## config.mk

```make
export PLATFORM = sky130hd
export DESIGN_NAME = imem_boot_loader
export DESIGN_NICKNAME = d
export VERILOG_FILES = /design/src/rtl/imem_boot_loader.sv
export SDC_FILE = /design/constraint.sdc
export NUM_CORES = 1
export LEC_CHECK = 0
export BUFFER_PORTS_ARGS = -buffer_cell sky130_fd_sc_hd__clkbuf_2
export CAP_MARGIN = 20
export CELL_PAD_IN_SITES_DETAIL_PLACEMENT = 0
export CELL_PAD_IN_SITES_GLOBAL_PLACEMENT = 2
export CORE_MARGIN = 10
export CORE_UTILIZATION = 36
export DETAILED_ROUTE_END_ITERATION = 16
export PLACE_DENSITY_LB_ADDON = 0.15
export SYNTH_ARGS = -nofsm -noshare
export SYNTH_HDL_FRONTEND = slang
export SYNTH_SLANG_ARGS = --single-unit
```

## constraint.sdc

```tcl
create_clock -name clk -period 4.7 [get_ports clk]
set_clock_uncertainty 0.05 [all_clocks]
set_input_delay 0.47 -clock clk [delete_from_list [all_inputs] [get_ports clk]]
set_output_delay 0.47 -clock clk [all_outputs]
set_load 0.01 [all_outputs]
```

## src/rtl/imem_boot_loader.sv

```systemverilog
// Streams a little-endian program (2-byte word count, then words) into IMEM and holds the core in reset until loaded.
// Latency: last byte of a word at edge k -> imem_we in cycle k+1; done/core_reset follow at edge k+2 for the final word.
// Backpressure: in_ready drops during the write cycle and in DONE/ERROR; upstream must hold in_valid/in_data until accepted.
module imem_boot_loader #(
    parameter int DEPTH_WORDS = 1024,
    parameter int ADDR_WIDTH  = 32
) (
    input  logic                  clk,
    input  logic                  reset,
    input  logic                  start,
    input  logic                  in_valid,
    input  logic [7:0]            in_data,
    output logic                  in_ready,
    output logic                  imem_we,
    output logic [ADDR_WIDTH-1:0] imem_addr,
    output logic [31:0]           imem_wdata,
    output logic                  core_reset,
    output logic                  done,
    output logic                  err
);

    // Word count is 16 bits; one extra bit keeps the capacity compare from overflowing.
    localparam logic [16:0] MAX_N = 17'(DEPTH_WORDS);

    typedef enum logic [2:0] {
        S_HDR0,
        S_HDR1,
        S_DATA,
        S_WRITE,
        S_DONE,
        S_ERROR
    } state_t;

    state_t                state_q, state_d;
    logic [15:0]           cnt_q, cnt_d;
    logic [1:0]            byte_idx_q, byte_idx_d;
    logic [31:0]           asm_q, asm_d;
    logic [ADDR_WIDTH-1:0] addr_q, addr_d;
    logic                  in_ready_q, in_ready_d;
    logic                  imem_we_q, imem_we_d;
    logic                  core_reset_q, core_reset_d;
    logic                  done_q, done_d;
    logic                  err_q, err_d;
    logic                  xfer;
    logic [15:0]           hdr_n;

    assign xfer  = in_valid & in_ready_q;
    assign hdr_n = {in_data, cnt_q[7:0]};

    always_comb begin
        state_d    = state_q;
        cnt_d      = cnt_q;
        byte_idx_d = byte_idx_q;
        asm_d      = asm_q;
        addr_d     = addr_q;
        case (state_q)
            S_HDR0: begin
                if (xfer) begin
                    cnt_d[7:0] = in_data;
                    state_d    = S_HDR1;
                end
            end
            S_HDR1: begin
                if (xfer) begin
                    cnt_d = hdr_n;
                    if (hdr_n == 16'd0) begin
                        state_d = S_DONE;
                    end else if ({1'b0, hdr_n} > MAX_N) begin
                        state_d = S_ERROR;
                    end else begin
                        state_d    = S_DATA;
                        byte_idx_d = 2'd0;
                        addr_d     = '0;
                    end
                end
            end
            S_DATA: begin
                if (xfer) begin
                    asm_d[8*byte_idx_q +: 8] = in_data;
                    byte_idx_d               = 2'(byte_idx_q + 2'd1);
                    if (byte_idx_q == 2'd3) begin
                        state_d = S_WRITE;
                    end
                end
            end
            S_WRITE: begin
                addr_d = addr_q + ADDR_WIDTH'(4);
                cnt_d  = cnt_q - 16'd1;
                if (cnt_q == 16'd1) begin
                    state_d = S_DONE;
                end else begin
                    state_d    = S_DATA;
                    byte_idx_d = 2'd0;
                end
            end
            S_DONE: begin
                if (start) begin
                    state_d = S_HDR0;
                    addr_d  = '0;
                end
            end
            S_ERROR: begin
                if (start) begin
                    state_d = S_HDR0;
                end
            end
            default: state_d = S_HDR0;
        endcase
    end

    // Status flags are flops: release only once DONE has been held for a full cycle, re-assert on the start edge.
    always_comb begin
        in_ready_d   = (state_d == S_HDR0) || (state_d == S_HDR1) || (state_d == S_DATA);
        imem_we_d    = (state_d == S_WRITE);
        done_d       = (state_q == S_DONE) && (state_d == S_DONE);
        core_reset_d = !done_d;
        err_d        = (state_q == S_ERROR) && (state_d == S_ERROR);
    end

    always_ff @(posedge clk or negedge reset) begin
        if (!reset) begin
            state_q      <= S_HDR0;
            cnt_q        <= '0;
            byte_idx_q   <= '0;
            asm_q        <= '0;
            addr_q       <= '0;
            in_ready_q   <= 1'b0;
            imem_we_q    <= 1'b0;
            core_reset_q <= 1'b1;
            done_q       <= 1'b0;
            err_q        <= 1'b0;
        end else begin
            state_q      <= state_d;
            cnt_q        <= cnt_d;
            byte_idx_q   <= byte_idx_d;
            asm_q        <= asm_d;
            addr_q       <= addr_d;
            in_ready_q   <= in_ready_d;
            imem_we_q    <= imem_we_d;
            core_reset_q <= core_reset_d;
            done_q       <= done_d;
            err_q        <= err_d;
        end
    end

    assign in_ready   = in_ready_q;
    assign imem_we    = imem_we_q;
    assign imem_addr  = addr_q;
    assign imem_wdata = asm_q;
    assign core_reset = core_reset_q;
    assign done       = done_q;
    assign err        = err_q;

endmodule
```

==> reports/summary.txt <==
CTS tree = built
Register Area = 2200 um^2
Placed cell count = 744
Post-Layout Cell Count = 761
# rows = 41
Finish-stage setup viols = 0
Mux contribution to synthesized area = 0.246%
CTS Buf Count = 9
VDD IR max = 0.000152 V
Initial DRC count = 435
Primary FF master, synth = dfrtp_1
Slew @ Worst Pin = 1.01 ns
Compound-cell area share of the yosys netlist = 18.8%
Post-synthesis register bit count = 88
Nets = 606
Hold Vio Cnt, Final = 0
Slew HR = 32.1%
Async SR Flop Fraction = 100%
Clock Pin Slew Worst Setup and Hold Paths = 0.07 ns
Mapped Avg Cell Area = 8.88 um^2
Layout cells sized above 1 = 18.5%
RR Startpoint = cnt_q[0]$_DFFE_PN0P_
Initial core utilization = 36.5%
R2r setup slk = 2.13 ns
Final Critical Period = 2.57 ns
Postcts setup bufs = 0
Most area-hungry cell type in the Yosys netlist = dfrtp_1
Number of global-route vias before repair = 3993
Area Growth Syn to Fin = 17.7%
Max Slew Vio Count = 0
Die Y = 133 um
Vias = 4105
Synth Area in Simple Gates = 25.3%
CP Max Fanout = 26
Main combinational cell family by area after synthesis = simple AND/OR/NAND/NOR gates
Worst setup SP type = flip-flop
Internal cell power = 1.64 mW
Synth Area in XOR/XNOR = 0.575%
Layout fillers = 1304
Die area = 17600 um^2
Seq pwr share = 45.1%
RSZ-0062 raised after global routing = false
Number of hold buffers added after CTS = 0
DRT antenna net count = 0
Sequential-to-total area share from yosys stat = 48.2%
Worst min-delay path class = primary input to async pin
Max clock buf depth = 2
DR WL/cell = 17.0 um
N_diodes = 0
Port Buf Inserts = 78
Data arrival, critical path = 2.81 ns
Clock Sinks = 88
Kind of critical path = flip-flop to flip-flop
Post-layout util = 43.0%
Pwr/cell area = 482 nW/um^2
First drt pass iteration count = 4
Pin count of the biggest net entering global routing = 55
Vias/cell = 5.39
Clk pwr share = 28.8%
CP Capture Type = flip-flop
Die X = 133 um
Synth top area share = 47.6%
Max Clk Rate = 389 MHz
Synth top area cells = dfrtp_1 (48%), nand2_1 (8.8%), o21ai_0 (7.4%)
Worst skew pair latency = 0.35 ns
Post-synth cell types = 62
P_sw = 955 uW
Setup TNS Final = 0 ns
Reg-to-Reg End = imem_addr[16]$_DFFE_PN0P_
First-pass GRT wire length = 21700 um
Tcrit/Tclk final = 54.7%
Worst path required time = 4.94 ns
Synth Area in Adders = 2.74%
Cells after Synth = 515
EDFF count, synth = 0
DR DRC count = 0
Sw Ratio = 36.9%
Total GRT Usage = 15.0%
Detail Placement HPWL = 9100 um
Cts repair resizes = 0
Max cap viols = 0
Worst reg2reg path depth = 7
Clk root buf = clkbuf_16
P_leak = 2.35 nW
Core Region = 12500 um^2
Ys Warns = 0
Gp weighted congestion = 0.768
Initial antenna violation count = 0
# H-tree levels = 3
Routed wire length = 12900 um
Multi-input gate area = 2180 um^2
I/O pins = 81
Mapped cell area = 4570 um^2
Overflow after GRT = 0
Logic pwr share = 26.1%
Run status = complete, no violations
==> synth_stat cells (all sizes together), types with 12 or more instances <==
| cell | n |
|---|---|
| nor2 | 29 |
| inv | 13 |
| nand3 | 27 |
| o21ai | 70 |
| clkbuf | 18 |
| nand2 | 107 |
| dfrtp | 87 |
| a21oi | 17 |
| a31oi | 14 |
| or4 | 12 |
==> placed cells by master, fill, tap and decap left out, drive strengths merged, types with 4 or more instances in the layout <==
cell    count
o311ai      7
nor3       10
nor2       29
dfrtp      87
or4        12
nand4       9
inv        14
nand2     107
and3        4
and2        6
o21ai      70
a31oi      14
nor4        9
o211ai     10
ha         10
nand3      27
a21oi      17
buf         5
nor3b       6
clkbuf     89
==> kinds of logic after synthesis <==
family / Yosys count
AO/OA/AOI/OAI: 141
adder cells (fa/ha/maj): 10
buffers and inverters: 38
XOR/XNOR: 3
flip-flops: 88
multiplexers: 1
other: 1
AND/OR/NAND/NOR: 233
==> power by group through the flow <==
stage / logic, mW / clock network (mW) / registers [mW]
2_1_floorplan: 0.451 / 0 / 1.14
4_1_cts: 0.684 / 0.764 / 1.17
5_1_grt: 0.776 / 0.793 / 1.21
3_3_place_gp: 0.681 / 0 / 1.18
6_report: 0.676 / 0.746 / 1.17
3_5_place_dp: 0.683 / 0 / 1.18
==> registers in the layout (all words and copies together), names as in the netlist <==
name        flops
imem_we         1
byte_idx_q      2
state_q         3
imem_wdata     32
done            1
cnt_q          16
imem_addr      30
in_ready        1
err             1
core_reset      1
==> worst max path at each step <==
stage                         start                         end  slack [ns]
2_1_floorplan  cnt_q[0]$_DFFE_PN0P_    imem_addr[5]$_DFFE_PN0P_        2.46
3_3_place_gp             in_data[0]   imem_addr[16]$_DFFE_PN0P_        2.05
3_5_place_dp             in_data[0]   imem_addr[16]$_DFFE_PN0P_        2.00
4_1_cts        cnt_q[0]$_DFFE_PN0P_   imem_addr[16]$_DFFE_PN0P_        2.09
5_1_grt        state_q[1]$_DFF_PN0_  imem_wdata[22]$_DFFE_PN0P_        1.91
6_report       cnt_q[0]$_DFFE_PN0P_   imem_addr[16]$_DFFE_PN0P_        2.13
==> final cells by class <==
cell class | count | area share [%]
Sequential cell | 88 | 41.0
Multi-Input combinational cell | 390 | 40.6
Timing Repair Buffer | 82 | 7.81
Clock buffer | 12 | 4.77
Tap cell | 172 | 4.00
Clock inverter | 4 | 0.953
Inverter | 13 | 0.907
==> layer usage <==
layer	wire, um	GRT usage, %	vias up
met5	0	0	-
met3	629	2.84	14
met4	212	5.75	0
met2	5910	23.2	103
met1	6170	20.1	1979
li1	-	-	2009
==> worst max-delay path, cell delays in order, from the launching register on <==
cell and delay, ns:
dfrtp_1 0.43, inv_1 0.13, ha_1 0.14, or4b_1 0.52, o311ai_2 0.32, nand4_4 0.40, nor4_1 0.38, o22a_1 0.16
==> per-stage QoR <==
step | power, mW | area (um^2) | setup slack [ns] | hold WS [ns]
6_report | 2.59 | 5380 | 2.13 | 0.0200
5_1_grt | 2.78 | 5380 | 1.91 | 0.0624
4_1_cts | 2.62 | 5380 | 2.09 | 0.0336
3_5_place_dp | 1.86 | 5070 | 2.00 | 0.405
3_3_place_gp | 1.86 | 5070 | 2.05 | 0.407
2_1_floorplan | 1.59 | 4580 | 2.46 | 0.124
(Power assumes the default switching activity.)
